===== config.mk =====
export PLATFORM = sky130hd
export DESIGN_NAME = nn_out_collector
export DESIGN_NICKNAME = d
export VERILOG_FILES = /design/src/rtl/nn_pkg.sv /design/src/rtl/rise_det.sv /design/src/rtl/nn_out_collector.sv
export SDC_FILE = /design/constraint.sdc
export NUM_CORES = 1
export LEC_CHECK = 0
export ABC_AREA = 1
export CAP_MARGIN = 5
export CORE_AREA = 3 3 178 180
export CTS_CLUSTER_SIZE = 12
export DETAILED_ROUTE_END_ITERATION = 10
export DIE_AREA = 0 0 181 183
export GPL_TIMING_DRIVEN = 0
export HOLD_SLACK_MARGIN = 0.03
export PLACE_DENSITY_LB_ADDON = 0.2
export SYNTH_ARGS = -nofsm -noshare
export SYNTH_HDL_FRONTEND = slang
export SYNTH_SLANG_ARGS = --single-unit

===== constraint.sdc =====
create_clock -name clk -period 2.9 [get_ports clk]
set_input_delay 0.58 -clock clk [delete_from_list [all_inputs] [get_ports clk]]
set_output_delay 0.58 -clock clk [all_outputs]
set_load 0.01 [all_outputs]

===== src/rtl/nn_pkg.sv =====
// Shared types and constants for the node-network output collector.
package nn_pkg;

    localparam int NN_DW = 21;
    localparam int NODES = 4;

    typedef enum logic {
        COLLECT = 1'b0,
        DRAIN   = 1'b1
    } state_e;

    typedef struct packed {
        logic [1:0]              node;
        logic signed [NN_DW-1:0] out0;
        logic signed [NN_DW-1:0] out1;
        logic                    cls;
        logic                    last;
    } nn_rec_t;

endpackage


===== src/rtl/rise_det.sv =====
// Registered rising-edge detector; a level already high out of reset counts as an edge.
module rise_det (
    input  logic clk,
    input  logic rst_n,
    input  logic d_i,
    output logic rise_o
);

    logic prev_q;

    always_ff @(posedge clk or negedge rst_n) begin
        if (!rst_n) prev_q <= 1'b0;
        else        prev_q <= d_i;
    end

    assign rise_o = d_i & ~prev_q;

endmodule


===== src/rtl/nn_out_collector.sv =====
// Captures the eight per-node results on their ready edges, then streams four
// per-node records with a class bit over valid/ready.
module nn_out_collector
    import nn_pkg::*;
#(
    parameter int DW = NN_DW
) (
    input  logic                 clk,
    input  logic                 rst_n,
    input  logic signed [DW-1:0] out0_node0,
    input  logic signed [DW-1:0] out0_node1,
    input  logic signed [DW-1:0] out0_node2,
    input  logic signed [DW-1:0] out0_node3,
    input  logic signed [DW-1:0] out1_node0,
    input  logic signed [DW-1:0] out1_node1,
    input  logic signed [DW-1:0] out1_node2,
    input  logic signed [DW-1:0] out1_node3,
    input  logic                 out10_ready_node0,
    input  logic                 out10_ready_node1,
    input  logic                 out10_ready_node2,
    input  logic                 out10_ready_node3,
    input  logic                 out11_ready_node0,
    input  logic                 out11_ready_node1,
    input  logic                 out11_ready_node2,
    input  logic                 out11_ready_node3,
    output logic                 res_valid,
    input  logic                 res_ready,
    output logic [1:0]           res_node,
    output logic signed [DW-1:0] res_out0,
    output logic signed [DW-1:0] res_out1,
    output logic                 res_class,
    output logic                 res_last,
    output logic                 frame_done,
    output logic                 overrun,
    output logic                 busy
);

    // [o][n]: output o of node n
    logic [1:0][NODES-1:0] flag, rise, cap_q;
    logic signed [DW-1:0]  din    [2][NODES];
    logic signed [DW-1:0]  slot_q [2][NODES];
    state_e                state_q;
    logic [1:0]            rd_idx_q;
    logic                  frame_done_q, overrun_q;

    assign flag[0] = {out10_ready_node3, out10_ready_node2, out10_ready_node1, out10_ready_node0};
    assign flag[1] = {out11_ready_node3, out11_ready_node2, out11_ready_node1, out11_ready_node0};
    assign din[0]  = '{out0_node0, out0_node1, out0_node2, out0_node3};
    assign din[1]  = '{out1_node0, out1_node1, out1_node2, out1_node3};

    for (genvar o = 0; o < 2; o++) begin : g_out
        for (genvar n = 0; n < NODES; n++) begin : g_node
            rise_det u_rise (
                .clk    (clk),
                .rst_n  (rst_n),
                .d_i    (flag[o][n]),
                .rise_o (rise[o][n])
            );
        end
    end

    always_ff @(posedge clk or negedge rst_n) begin
        if (!rst_n) begin
            state_q      <= COLLECT;
            rd_idx_q     <= '0;
            cap_q        <= '0;
            frame_done_q <= 1'b0;
            overrun_q    <= 1'b0;
            for (int o = 0; o < 2; o++)
                for (int n = 0; n < NODES; n++)
                    slot_q[o][n] <= '0;
        end else begin
            frame_done_q <= 1'b0;
            case (state_q)
                COLLECT: begin
                    for (int o = 0; o < 2; o++)
                        for (int n = 0; n < NODES; n++)
                            if (rise[o][n]) slot_q[o][n] <= din[o][n];
                    if ((cap_q | rise) == '1) begin
                        state_q  <= DRAIN;
                        rd_idx_q <= '0;
                        cap_q    <= '0;
                    end else begin
                        cap_q <= cap_q | rise;
                    end
                end
                DRAIN: begin
                    // slots are frozen while draining; any new edge is lost
                    if (|rise) overrun_q <= 1'b1;
                    if (res_ready) begin
                        rd_idx_q <= rd_idx_q + 2'd1;
                        if (rd_idx_q == 2'(NODES - 1)) begin
                            state_q      <= COLLECT;
                            frame_done_q <= 1'b1;
                        end
                    end
                end
                default: state_q <= COLLECT;
            endcase
        end
    end

    assign busy       = (state_q == DRAIN);
    assign res_valid  = busy;
    assign res_node   = busy ? rd_idx_q : 2'd0;
    assign res_out0   = busy ? slot_q[0][rd_idx_q] : '0;
    assign res_out1   = busy ? slot_q[1][rd_idx_q] : '0;
    assign res_class  = res_out1 > res_out0;
    assign res_last   = busy && (rd_idx_q == 2'(NODES - 1));
    assign frame_done = frame_done_q;
    assign overrun    = overrun_q;

endmodule


==> results.toml <==
[floorplanning]
die-area_um2 = 33100
ios = 229
die_width_um = 181
rows = 64
initial_core_util_pct = 29.9
die_h_um = 183
core_um2 = 30300

[run_status]
failed_checks = "setup timing"
outcome = "finished with violations"

[layout]
fillers = 2913
stdcell_count = 1573
drive_gt1_share_pct = 27.8
layout_commonest_cell = "clkdlybuf4s50_1"
area_growth_pct = 49.1
utilization_pct = 44.5
final_nets = 1364
antenna_cells = 0
layout_common_cells = "clkdlybuf4s50_1, dfrtp_1, nor2_1"

[clock_network]
cts_max_level = 4
ctsHoldBuffers = 0
clk_path_buf_depth = 2
insertion_delay_ns = 0.43
cts_root_buf = "clkbuf_16"
tritoncts = "done"
numCtsBuffers = 17
cts_sinks = 189
clk_pin_slew_ns = 0.08

[detailed_routing]
vias_per_cell = 4.70
vias = 7391
wire_per_inst_um = 20.3
detail-route-antenna-nets = 0
wl_um = 32000
drc_errors = 0
first_pass_iters = 4
drt_iter0_drc = 393

[worst_setup_path]
critPathLaunch = "rd_idx_q[0]"
crit_family = "simple AND/OR/NAND/NOR gates"
cp_slowest_cell = "dfrtp_1"
cp.required_ns = 2.32
worstPathCellList = "buf_8 -> buf_12 -> buf_6 -> nor2_1 -> nor2_4 -> o21ai_4 -> a21oi_2 -> buf_4 -> ha_4 -> nand2_2 -> nor2_2 -> nand4_1 -> nor2_1 -> nand4_1 -> o21a_1 -> nand3_2 -> nand2_2 -> nor2_4 -> buf_6"
path_buf_inv = 5
max_stage_delay_ns = 0.41
cp_max_fo = 10
start_kind = "flip-flop"
critPathArrivalTime_ns = 3.30
end_kind = "output pin"
crit_type = "flip-flop to output pin"
r2r_start = "busy"

[sta]
layout_min_cycle_time_ns = 3.88
rsz0062_at_grt = "true"
skew_ns = 0.0133
setup_ws_ns = -0.980
max_slew_margin_pct = 48.4
slew_viol_final = 0
max_freq_ghz = 0.258
tns_ns = -1.62
fin_crit_sh_pct = 134
worst_slew_pin_slew_ns = 0.774
finalHoldViolCount = 0
setup_viol = 6

[placement]
place_congestion = 0.801
io_buffers = 228
hpwl_um = 23900
dp_slack_ns = -1.46
dp_cells = 1500

[synthesis]
synth_area_per_cell_um2 = 10.4
syn_area_um2 = 9060
yosysWarnings = 0
ys_types = 34
ys_seq_area_share_pct = 52.2
yosys_register_bits = 189
syn_nets = 1075
syn_inst = 875

[power_and_ir_drop]
peakVddDrop_uv = 566
power_density_nw_per_um2 = 1150
power_leakage_nw = 5.96
total_power_mw = 15.6

[global_routing]
grt_pass1_wl_um = 47700
antenna_found_initial = 0
grt_pass1_vias = 7580
grtUsageTotal_pct = 19.3
grt-ovfl-total = 0
grt_max_degree = 101

[run]
drv_cap = 0

[worst_hold_path]
hp-class = "primary input to asynchronous set/reset pin"
==> worst register-to-register path: cells and delay by family, from the launching register on <==
kind / cells / cell delay (ns)
mux: 1 / 0.32
buf+inv: 4 / 0.77
simple gates: 1 / 0.22
flops: 1 / 0.39
==> per-stage QoR <==
step	hold WS, ns	area [µm²]
after floorplan	0.284	9240
after global routing	0.183	13500
after detailed placement	0.467	12100
after global placement	0.468	12000
final	0.102	13500
after CTS	0.181	13300
==> cell families (layout without fill, tap and decap cells) <==
| kind of cell | after synthesis | in the layout | synth area share, % |
|---|---|---|---|
| buffers and inverters | 103 | 405 | 4.98 |
| DFF | 189 | 189 | 52.2 |
| and+or+nand+nor | 242 | 242 | 10.7 |
| muxes | 164 | 164 | 20.4 |
| adders and majority gates | 21 | 21 | 2.90 |
| AOI/OAI and AO/OA | 156 | 156 | 8.88 |
==> Yosys cell counts, drive strengths merged <==
master,instances,area (µm²)
o22ai,1,6.26
nand3,12,75.1
a21o,2,15.0
ha,21,263
or2,1,6.26
clkbuf,17,63.8
inv,53,206
dfrtp,189,4730
o21a,1,7.51
buf,33,181
mux2,164,1850
o221ai,1,8.76
a221oi,1,8.76
nand2,48,188
o211ai,1,7.51
nor2,173,652
nand4,4,25.0
or3,1,6.26
nor3,1,5.00
o21ai,83,415
nor4,2,12.5
a211oi,2,15.0
a21oi,64,320
==> final cells by class <==
class / instances / area, µm² / area share (%)
repair buffers: 270 / 2630 / 19.4
flip-flops and latches: 189 / 4730 / 35.0
clock buffers: 19 / 453 / 3.35
plain buffers: 50 / 564 / 4.17
inverters: 53 / 209 / 1.55
clock inverters: 13 / 174 / 1.29
well taps: 396 / 495 / 3.67
multi-input cells: 583 / 4260 / 31.5
==> metal layers <==
layer	wire, µm	track usage, %	vias up
met5	0	0	-
met4	289	3.75	0
met3	1270	3.47	16
met2	15400	31.9	176
met1	15100	26.8	3655
li1	-	-	3544
==> sequential cells by signal, summed over array words and instances, names as in the netlist <==
| register | cells |
|---|---|
| frame_done | 1 |
| g_out.g_node.u_rise.prev_q | 8 |
| overrun | 1 |
| cap_q | 8 |
| rd_idx_q | 2 |
| busy | 1 |
| slot_q | 168 |
==> final timing paths <==
path	cells past startpoint	slack [ns]	end
max reg2reg	6	1.09	slot_q[38]
max	19	-0.98	res_class
max in group asynchronous	2	1.82	rd_idx_q[0]
min	1	0.10	slot_q[114]
min reg2reg	1	0.49	overrun
min in group clk	1	0.49	overrun
==> power breakdown <==
| part | internal [mW] | switching (mW) | leakage (nW) | total (mW) |
|---|---|---|---|---|
| combinational | 4.09 | 4.47 | 3.43 | 8.56 |
| clock | 1.36 | 1.15 | 0.308 | 2.51 |
| sequential | 3.91 | 0.618 | 2.22 | 4.53 |
==> timing repair <==
| action | 4_1_cts | 5_1_grt |
|---|---|---|
| hold endpoints to repair | 0 | 0 |
| resized for setup | 150 | 48 |
| cloned | 1 | 0 |
| pin swaps | 30 | 28 |
| setup endpoints to repair | 42 | 21 |
| buffers inserted | 26 | 14 |
Power figures use the tool's default switching activity.
